**config.mk**
```make
export PLATFORM = sky130hd
export DESIGN_NAME = sd_cmd_ctrl_flat
export DESIGN_NICKNAME = d
export VERILOG_FILES = /design/src/rtl/sd_pkg.sv /design/src/rtl/sd_cmd_ctrl_if.sv /design/src/rtl/sd_crc7.sv /design/src/rtl/sd_cmd_ctrl.sv /design/src/flat_wrapper.sv
export SDC_FILE = /design/constraint.sdc
export NUM_CORES = 1
export LEC_CHECK = 0
export CAP_MARGIN = 5
export CORE_UTILIZATION = 39
export DETAILED_ROUTE_END_ITERATION = 10
export PLACE_DENSITY = 0.67
export SYNTH_ARGS = -nofsm -noshare
export SYNTH_HDL_FRONTEND = slang
export SYNTH_HIERARCHICAL = 1
export SYNTH_SLANG_ARGS = --single-unit
```
**constraint.sdc**
```tcl
create_clock -name Clk -period 1.9 [get_ports Clk]
set_input_delay 0.19 -clock Clk [delete_from_list [all_inputs] [get_ports Clk]]
set_output_delay 0.19 -clock Clk [all_outputs]
set_load 0.03 [all_outputs]
```
**src/rtl/sd_pkg.sv**
```systemverilog
// Shared definitions for the SD SPI-mode command controller: FSM states, frame
// constants, fixed CRC bytes and the R1 bit used to tell a response from idle line.
package sd_pkg;

    typedef enum logic [2:0] {
        StIdle,
        StLoad,
        StSend,
        StFlush,
        StPoll,
        StFinish
    } sd_state_e;

    // Every command frame begins with start bit 0 and transmission bit 1.
    localparam logic [1:0] FRAME_START = 2'b01;
    localparam logic [2:0] FRAME_LAST  = 3'd5;

    localparam logic [5:0] CMD0_INDEX = 6'd0;
    localparam logic [5:0] CMD8_INDEX = 6'd8;

    // Precomputed trailer bytes ({CRC7, end bit}) when CRC hardware is absent.
    localparam logic [7:0] CRC_BYTE_CMD0    = 8'h95;
    localparam logic [7:0] CRC_BYTE_CMD8    = 8'h87;
    localparam logic [7:0] CRC_BYTE_DEFAULT = 8'h01;

    // Reads 1 while the card keeps the line idle (FF); 0 marks a valid R1 byte.
    localparam int unsigned R1_IDLE_BIT = 7;

    // Byte 'pos' of the 6-byte command frame.
    function automatic logic [7:0] frame_byte(input logic [5:0]  index,
                                              input logic [31:0] arg,
                                              input logic [2:0]  pos,
                                              input logic [7:0]  crc_byte);
        logic [7:0] b;
        case (pos)
            3'd0:    b = {FRAME_START, index};
            3'd1:    b = arg[31:24];
            3'd2:    b = arg[23:16];
            3'd3:    b = arg[15:8];
            3'd4:    b = arg[7:0];
            3'd5:    b = crc_byte;
            default: b = 8'hFF;
        endcase
        return b;
    endfunction

endpackage

```
**src/rtl/sd_cmd_ctrl_if.sv**
```systemverilog
// Bundle of the host command handshake and the SPI byte-engine handshake.
// master: the command controller; slave: host plus SPI engine around it.
interface sd_cmd_ctrl_if;

    logic        Start;
    logic [5:0]  CmdIndex;
    logic [31:0] CmdArg;
    logic        Busy;
    logic        Done;
    logic        Timeout;
    logic [7:0]  Resp;

    logic        SpiEnable;
    logic [7:0]  SendData;
    logic        SendReq;
    logic        SendAck;
    logic [7:0]  RecvData;
    logic        RecvAdv;
    logic        RecvAck;

    modport master (
        input  Start, CmdIndex, CmdArg, SendAck, RecvData, RecvAdv,
        output Busy, Done, Timeout, Resp, SpiEnable, SendData, SendReq, RecvAck
    );

    modport slave (
        output Start, CmdIndex, CmdArg, SendAck, RecvData, RecvAdv,
        input  Busy, Done, Timeout, Resp, SpiEnable, SendData, SendReq, RecvAck
    );

endinterface

```
**src/rtl/sd_crc7.sv**
```systemverilog
// Byte-serial CRC7 accumulator (x^7 + x^3 + 1, init 0): folds one byte, MSB
// first, on each ByteValid cycle.
module sd_crc7 (
    input  logic       Clk,
    input  logic       nReset,
    input  logic       Clear,
    input  logic       ByteValid,
    input  logic [7:0] DataIn,
    output logic [6:0] Crc
);

    logic [6:0] crc_q;
    logic [6:0] crc_next;
    logic       fb;

    // Eight shift steps of the CRC LFSR over the incoming byte.
    always_comb begin
        crc_next = crc_q;
        fb       = 1'b0;
        for (int i = 0; i < 8; i++) begin
            fb       = crc_next[6] ^ DataIn[3'(7 - i)];
            crc_next = {crc_next[5:0], 1'b0};
            if (fb) begin
                crc_next = crc_next ^ 7'h09;
            end
        end
    end

    // Accumulator register; cleared at the start of each command.
    always_ff @(posedge Clk or negedge nReset) begin
        if (!nReset) begin
            crc_q <= 7'h00;
        end else if (Clear) begin
            crc_q <= 7'h00;
        end else if (ByteValid) begin
            crc_q <= crc_next;
        end
    end

    assign Crc = crc_q;

endmodule

```
**src/rtl/sd_cmd_ctrl.sv**
```systemverilog
// SD SPI-mode command controller: sends a 6-byte command frame through a byte
// engine, drops the echo bytes, then polls for the R1 response or times out.
// Build option: define SD_CMD_CRC7_EN to compute the CRC7 trailer in hardware;
// otherwise only CMD0/CMD8 get their fixed CRC and every other command sends 01.
module sd_cmd_ctrl
    import sd_pkg::*;
#(
    parameter int unsigned NCR_MAX = 8
) (
    input  logic          Clk,
    input  logic          nReset,
    sd_cmd_ctrl_if.master bus
);

    sd_state_e   state_q, state_d;
    logic [2:0]  idx_q, idx_d;
    logic [7:0]  poll_cnt_q, poll_cnt_d;
    logic [5:0]  cmd_index_q, cmd_index_d;
    logic [31:0] cmd_arg_q, cmd_arg_d;
    logic        spi_en_q, spi_en_d;
    logic [7:0]  resp_q, resp_d;
    logic        timeout_q, timeout_d;
    logic        send_ack_q;

    logic        start_ok;
    logic        send_fall;
    logic [7:0]  crc_byte;
    logic [7:0]  frame_cur;

    assign start_ok  = (state_q == StIdle) && bus.Start;
    // The engine drops SendAck once the byte moves into its shifter.
    assign send_fall = send_ack_q && !bus.SendAck;
    assign frame_cur = frame_byte(cmd_index_q, cmd_arg_q, idx_q, crc_byte);

`ifdef SD_CMD_CRC7_EN
    logic [6:0] crc7;

    // Bytes 0..4 are folded in while each is presented in LOAD; byte 5 reads the result.
    sd_crc7 u_crc7 (
        .Clk       (Clk),
        .nReset    (nReset),
        .Clear     (start_ok),
        .ByteValid ((state_q == StLoad) && (idx_q < FRAME_LAST)),
        .DataIn    (frame_cur),
        .Crc       (crc7)
    );

    assign crc_byte = {crc7, 1'b1};
`else
    // Fixed trailer: only the commands issued before CRC is turned off need a real CRC.
    always_comb begin
        if (cmd_index_q == CMD0_INDEX) begin
            crc_byte = CRC_BYTE_CMD0;
        end else if (cmd_index_q == CMD8_INDEX) begin
            crc_byte = CRC_BYTE_CMD8;
        end else begin
            crc_byte = CRC_BYTE_DEFAULT;
        end
    end
`endif

    // State and datapath registers.
    always_ff @(posedge Clk or negedge nReset) begin
        if (!nReset) begin
            state_q     <= StIdle;
            idx_q       <= 3'd0;
            poll_cnt_q  <= 8'd0;
            cmd_index_q <= 6'd0;
            cmd_arg_q   <= 32'd0;
            spi_en_q    <= 1'b0;
            resp_q      <= 8'hFF;
            timeout_q   <= 1'b0;
            send_ack_q  <= 1'b0;
        end else begin
            state_q     <= state_d;
            idx_q       <= idx_d;
            poll_cnt_q  <= poll_cnt_d;
            cmd_index_q <= cmd_index_d;
            cmd_arg_q   <= cmd_arg_d;
            spi_en_q    <= spi_en_d;
            resp_q      <= resp_d;
            timeout_q   <= timeout_d;
            send_ack_q  <= bus.SendAck;
        end
    end

    // Next-state and datapath update.
    always_comb begin
        state_d     = state_q;
        idx_d       = idx_q;
        poll_cnt_d  = poll_cnt_q;
        cmd_index_d = cmd_index_q;
        cmd_arg_d   = cmd_arg_q;
        spi_en_d    = spi_en_q;
        resp_d      = resp_q;
        timeout_d   = timeout_q;
        case (state_q)
            StIdle: begin
                if (bus.Start) begin
                    cmd_index_d = bus.CmdIndex;
                    cmd_arg_d   = bus.CmdArg;
                    spi_en_d    = 1'b1;
                    idx_d       = 3'd0;
                    timeout_d   = 1'b0;
                    state_d     = StLoad;
                end
            end
            StLoad: state_d = StSend;
            StSend: begin
                if (send_fall) begin
                    if (idx_q < FRAME_LAST) begin
                        idx_d   = idx_q + 3'd1;
                        state_d = StLoad;
                    end else begin
                        state_d = StFlush;
                    end
                end
            end
            StFlush: begin
                // This byte was clocked in while the CRC byte went out.
                if (bus.RecvAdv) begin
                    poll_cnt_d = 8'd0;
                    state_d    = StPoll;
                end
            end
            StPoll: begin
                if (bus.RecvAdv) begin
                    poll_cnt_d = poll_cnt_q + 8'd1;
                    if (!bus.RecvData[R1_IDLE_BIT]) begin
                        resp_d    = bus.RecvData;
                        timeout_d = 1'b0;
                        state_d   = StFinish;
                    end else if (poll_cnt_q + 8'd1 == NCR_MAX[7:0]) begin
                        resp_d    = 8'hFF;
                        timeout_d = 1'b1;
                        state_d   = StFinish;
                    end
                end
            end
            StFinish: state_d = StIdle;
            default:  state_d = StIdle;
        endcase
    end

    // Outputs decoded from state; RecvAck is gated by RecvAdv so it never fires alone.
    always_comb begin
        bus.Busy      = (state_q != StIdle);
        bus.Done      = (state_q == StFinish);
        bus.Timeout   = timeout_q;
        bus.Resp      = resp_q;
        bus.SpiEnable = spi_en_q;
        bus.SendReq   = (state_q == StLoad);
        bus.SendData  = ((state_q == StLoad) || (state_q == StSend)) ? frame_cur : 8'hFF;
        bus.RecvAck   = bus.RecvAdv && ((state_q == StLoad) || (state_q == StSend) ||
                                        (state_q == StFlush) || (state_q == StPoll));
    end

endmodule

```
**src/flat_wrapper.sv**
```systemverilog
// flat-port wrapper written by rule: the top's interface ports become plain ports
module sd_cmd_ctrl_flat import sd_pkg::*;
#(
    parameter int unsigned NCR_MAX = 8
)
  (Clk, nReset, bus_Start, bus_CmdIndex, bus_CmdArg, bus_SendAck, bus_RecvData, bus_RecvAdv, bus_Busy, bus_Done, bus_Timeout, bus_Resp, bus_SpiEnable, bus_SendData, bus_SendReq, bus_RecvAck);
  sd_cmd_ctrl_if bus_i ();
  input  logic Clk;
  input  logic nReset;
  input wire logic [$bits(bus_i.Start)-1:0] bus_Start;
  input wire logic [$bits(bus_i.CmdIndex)-1:0] bus_CmdIndex;
  input wire logic [$bits(bus_i.CmdArg)-1:0] bus_CmdArg;
  input wire logic [$bits(bus_i.SendAck)-1:0] bus_SendAck;
  input wire logic [$bits(bus_i.RecvData)-1:0] bus_RecvData;
  input wire logic [$bits(bus_i.RecvAdv)-1:0] bus_RecvAdv;
  output wire logic [$bits(bus_i.Busy)-1:0] bus_Busy;
  output wire logic [$bits(bus_i.Done)-1:0] bus_Done;
  output wire logic [$bits(bus_i.Timeout)-1:0] bus_Timeout;
  output wire logic [$bits(bus_i.Resp)-1:0] bus_Resp;
  output wire logic [$bits(bus_i.SpiEnable)-1:0] bus_SpiEnable;
  output wire logic [$bits(bus_i.SendData)-1:0] bus_SendData;
  output wire logic [$bits(bus_i.SendReq)-1:0] bus_SendReq;
  output wire logic [$bits(bus_i.RecvAck)-1:0] bus_RecvAck;
  assign bus_i.Start = bus_Start;
  assign bus_i.CmdIndex = bus_CmdIndex;
  assign bus_i.CmdArg = bus_CmdArg;
  assign bus_i.SendAck = bus_SendAck;
  assign bus_i.RecvData = bus_RecvData;
  assign bus_i.RecvAdv = bus_RecvAdv;
  assign bus_Busy = bus_i.Busy;
  assign bus_Done = bus_i.Done;
  assign bus_Timeout = bus_i.Timeout;
  assign bus_Resp = bus_i.Resp;
  assign bus_SpiEnable = bus_i.SpiEnable;
  assign bus_SendData = bus_i.SendData;
  assign bus_SendReq = bus_i.SendReq;
  assign bus_RecvAck = bus_i.RecvAck;
  sd_cmd_ctrl #(.NCR_MAX(NCR_MAX)) u_core (.Clk(Clk), .nReset(nReset), .bus(bus_i));
endmodule
```
==> impl_metrics.json <==
{
  "status": "finished, violations left",
  "violations": "setup timing",
  "avgSynthCellArea_um2": 11.3,
  "synth_top_area_cell": "dfrtp_1",
  "hp-class": "primary input to async pin",
  "total_power_mw": 6.66,
  "worstPathRequired_ns": 1.71,
  "power_frac_clock_pct": 16.4,
  "cts_buffers": 9,
  "die_h_um": 92.6,
  "layout.nets": 445,
  "path_buf_inv": 2,
  "setup_viol": 8,
  "detailed_place_hpwl_um": 5740,
  "wl_per_cell_um": 16.6,
  "diodes": 0,
  "die_x_um": 92.6,
  "core-area_mm2": 0.00785,
  "num_rows": 32,
  "cts_tree": "done",
  "pin_count": 73,
  "syn_area_mm2": 0.00320,
  "seq_area_frac_synth_pct": 49.6,
  "design_area_mm2": 0.00458,
  "pre_cts_slack_ns": -0.0337,
  "synth_flop_cell": "dfrtp_1",
  "async_flop_share_pct": 100,
  "syn-instance-count": 284,
  "relSlewSlack_pct": 65.8,
  "vdd.ir_drop.worst_mv": 0.526,
  "intPower_mw": 4.16,
  "max_stage_delay_ns": 0.44,
  "vias_per_cell": 5.33,
  "worst_pin_slew_ns": 0.513,
  "crit_path_end_kind": "output port",
  "area_growth_pct": 43.1,
  "p_sw_share_pct": 37.5,
  "path_delay_family": "flip-flops",
  "skew_ns": 0.00581,
  "wl_um": 8220,
  "drc": 0,
  "pwr-share-seq_pct": 33.4,
  "gp_congestion": 0.812,
  "grt_antenna_before_repair": 0,
  "maxCapViolations": 0,
  "synth_nets": 342,
  "layout_commonest_cell": "clkdlybuf4s50_1",
  "grt_usage_pct": 20.2,
  "fin_crit_ns": 2.19,
  "firstDrtPassIters": 6,
  "leakage_nw": 1.87,
  "crit_chain": "ha_4, ha_4, buf_4, nor3_4, a211oi_4, nor2b_4, o211ai_1, buf_4",
  "mostFrequentLayoutCells": "clkdlybuf4s50_1 (59), dfrtp_1 (53), mux2_2 (43)",
  "die_area_mm2": 0.00857,
  "synth_warnings": 6,
  "fmax_mhz": 456,
  "drive_gt1_share_pct": 36.5,
  "highest_layer": "met4",
  "drv_slew": 0,
  "clockBufferDepth": 2,
  "combPwrFrac_pct": 50.2,
  "setup_slack_ns": -0.291,
  "drtIter0Drc": 129,
  "io_buffers": 72,
  "place_area_mm2": 0.00422,
  "ys_ff_latch": 63,
  "insertion_delay_ns": 0.33,
  "clkTransAtPathRegs_ns": 0.07,
  "yosysUniqueCellTypes": 55,
  "hold_violations": 0,
  "detail-route-antenna-nets": 0,
  "grt_pass1_vias": 2676,
  "cts_htree_levels": 3,
  "fin_hold_ws_ns": 0.361,
  "synth_area_leaders": "dfrtp_1 (43%), mux2_2 (15%), dfstp_2 (6.6%)",
  "min_period_over_period_pct": 115,
  "clock_sinks": 63,
  "cts_root_buffer": "clkbuf_8",
  "power.density_mw_per_mm2": 1450,
  "synth_top_area_share_pct": 43.0,
  "worstPathArrival_ns": 2.00,
  "grt_pass1_wl_um": 13100,
  "postLayoutCoreUtil_pct": 58.4,
  "critPathLaunchType": "register",
  "vias": 2635,
  "synth_edf_count": 0,
  "rsz0062_at_grt": "true",
  "wl_met2_um": 4070,
  "start_util_pct": 40.8,
  "wl_met1_um": 3530,
  "worst-setup-path-type": "register to output port",
  "grt_max_degree": 43,
  "dr_wl_met3_um": 482,
  "slowest_stage": "dfrtp_2",
  "crit_fanout": 4,
  "power_switching_mw": 2.50,
  "gr-total-overflow": 0
}
-- layout make-up --
class	count	area (µm²)
inverters	15	58.8
multi-input cells	189	1590
clock buffers	11	131
flip-flops and latches	63	1590
well taps	102	128
clock inverters	5	50.0
fillers	677	3270
repair buffers	109	1030
-- path summary, 6_finish.rpt --
check | startpoint | to | slack, ns | depth (start not counted)
worst max-delay path | u_core/idx_q[0] | bus_SendData[7] | -0.29 | 8
max in group asynchronous | nReset | u_core/bus.Resp[2] | 0.88 | 3
worst min-delay path | nReset | u_core/cmd_arg_q[22] | 0.36 | 2
worst min register to register | u_core/bus.SpiEnable | u_core/bus.SpiEnable | 0.47 | 1
min in group Clk | bus_SendAck | u_core/send_ack_q | 0.37 | 1
worst max register to register | u_core/state_q[1] | u_core/cmd_index_q[2] | 0.12 | 4
-- logic make-up (layout without fill, tap and decap cells) --
family                     Yosys count  in the layout  share of synthesized area, %
AOI/OAI and AO/OA                   65             65                          14.7
xor gates and xnor gates             3              3                         0.821
adders and majority gates            7              7                          2.74
buffers and inverters               32            140                          4.65
DFF                                 63             63                          49.6
muxes                               45             45                          15.8
and+or+nand+nor                     69             69                          11.7
-- power groups by stage --
stage | combinational (mW) | sequential (mW) | clock (mW)
2_1_floorplan | 2.04 | 2.11 | 0
3_5_place_dp | 3.03 | 2.22 | 0
6_report | 3.34 | 2.23 | 1.09
3_3_place_gp | 2.97 | 2.21 | 0
4_1_cts | 3.35 | 2.22 | 1.13
5_1_grt | 3.60 | 2.29 | 1.18
-- flip-flops by register name (all words and copies together), names as in the netlist --
register              cells
u_core/poll_cnt_q         8
u_core/bus.Resp           8
u_core/send_ack_q         1
u_core/state_q            3
u_core/bus.Timeout        1
u_core/cmd_arg_q         32
u_core/idx_q              3
u_core/bus.SpiEnable      1
u_core/cmd_index_q        6
-- cell usage after synthesis, types with 3 or more instances --
cell type  instances
nand3b_1           3
buf_4              4
a221oi_1           3
buf_2              5
dfrtp_1           55
mux2_2            43
nand4_1            3
a222oi_1           4
nor3_1             5
nor2b_1            3
clkbuf_1           6
dfstp_2            8
a31oi_1            8
o21ai_0           15
o22ai_1            8
inv_1             15
ha_1               7
o211ai_1           3
a21oi_1            3
nand2_1           21
a22oi_1            3
nor2_1             8
o21a_1             3
nand3_1            8
and3_1             3
nor3b_1            3
-- routing by layer --
metal	up-vias	GRT usage (%)
li1	1253	-
met1	1277	23.8
met2	93	34.9
met3	12	5.75
met4	0	7.03
met5	-	0
-- what timing repair did --
item / 4_1_cts / 5_1_grt
pin swaps: 15 / 7
endpoints found under the hold margin: 21 / 0
hold buffers: 1 / 0
endpoints found under the setup margin: 11 / 11
resized for setup: 28 / 10
buffers inserted: 8 / 0
-- worst reg2reg max path: cells and delay by family (launching register included) --
family	cells	cell delay [ns]
flip-flops	1	0.48
multiplexers	1	0.41
buffers and inverters	1	0.22
AND/OR/NAND/NOR	2	0.55
-- stage by stage --
stage / instances / setup TNS [ns]
3_5_place_dp: 469 / -0.0864
2_1_floorplan: 284 / -0.0730
5_1_grt: 494 / -2.76
6_report: 494 / -1.99
3_3_place_gp: 469 / 0
4_1_cts: 494 / -2.14
Note: power is estimated with default switching activity, not from simulation.
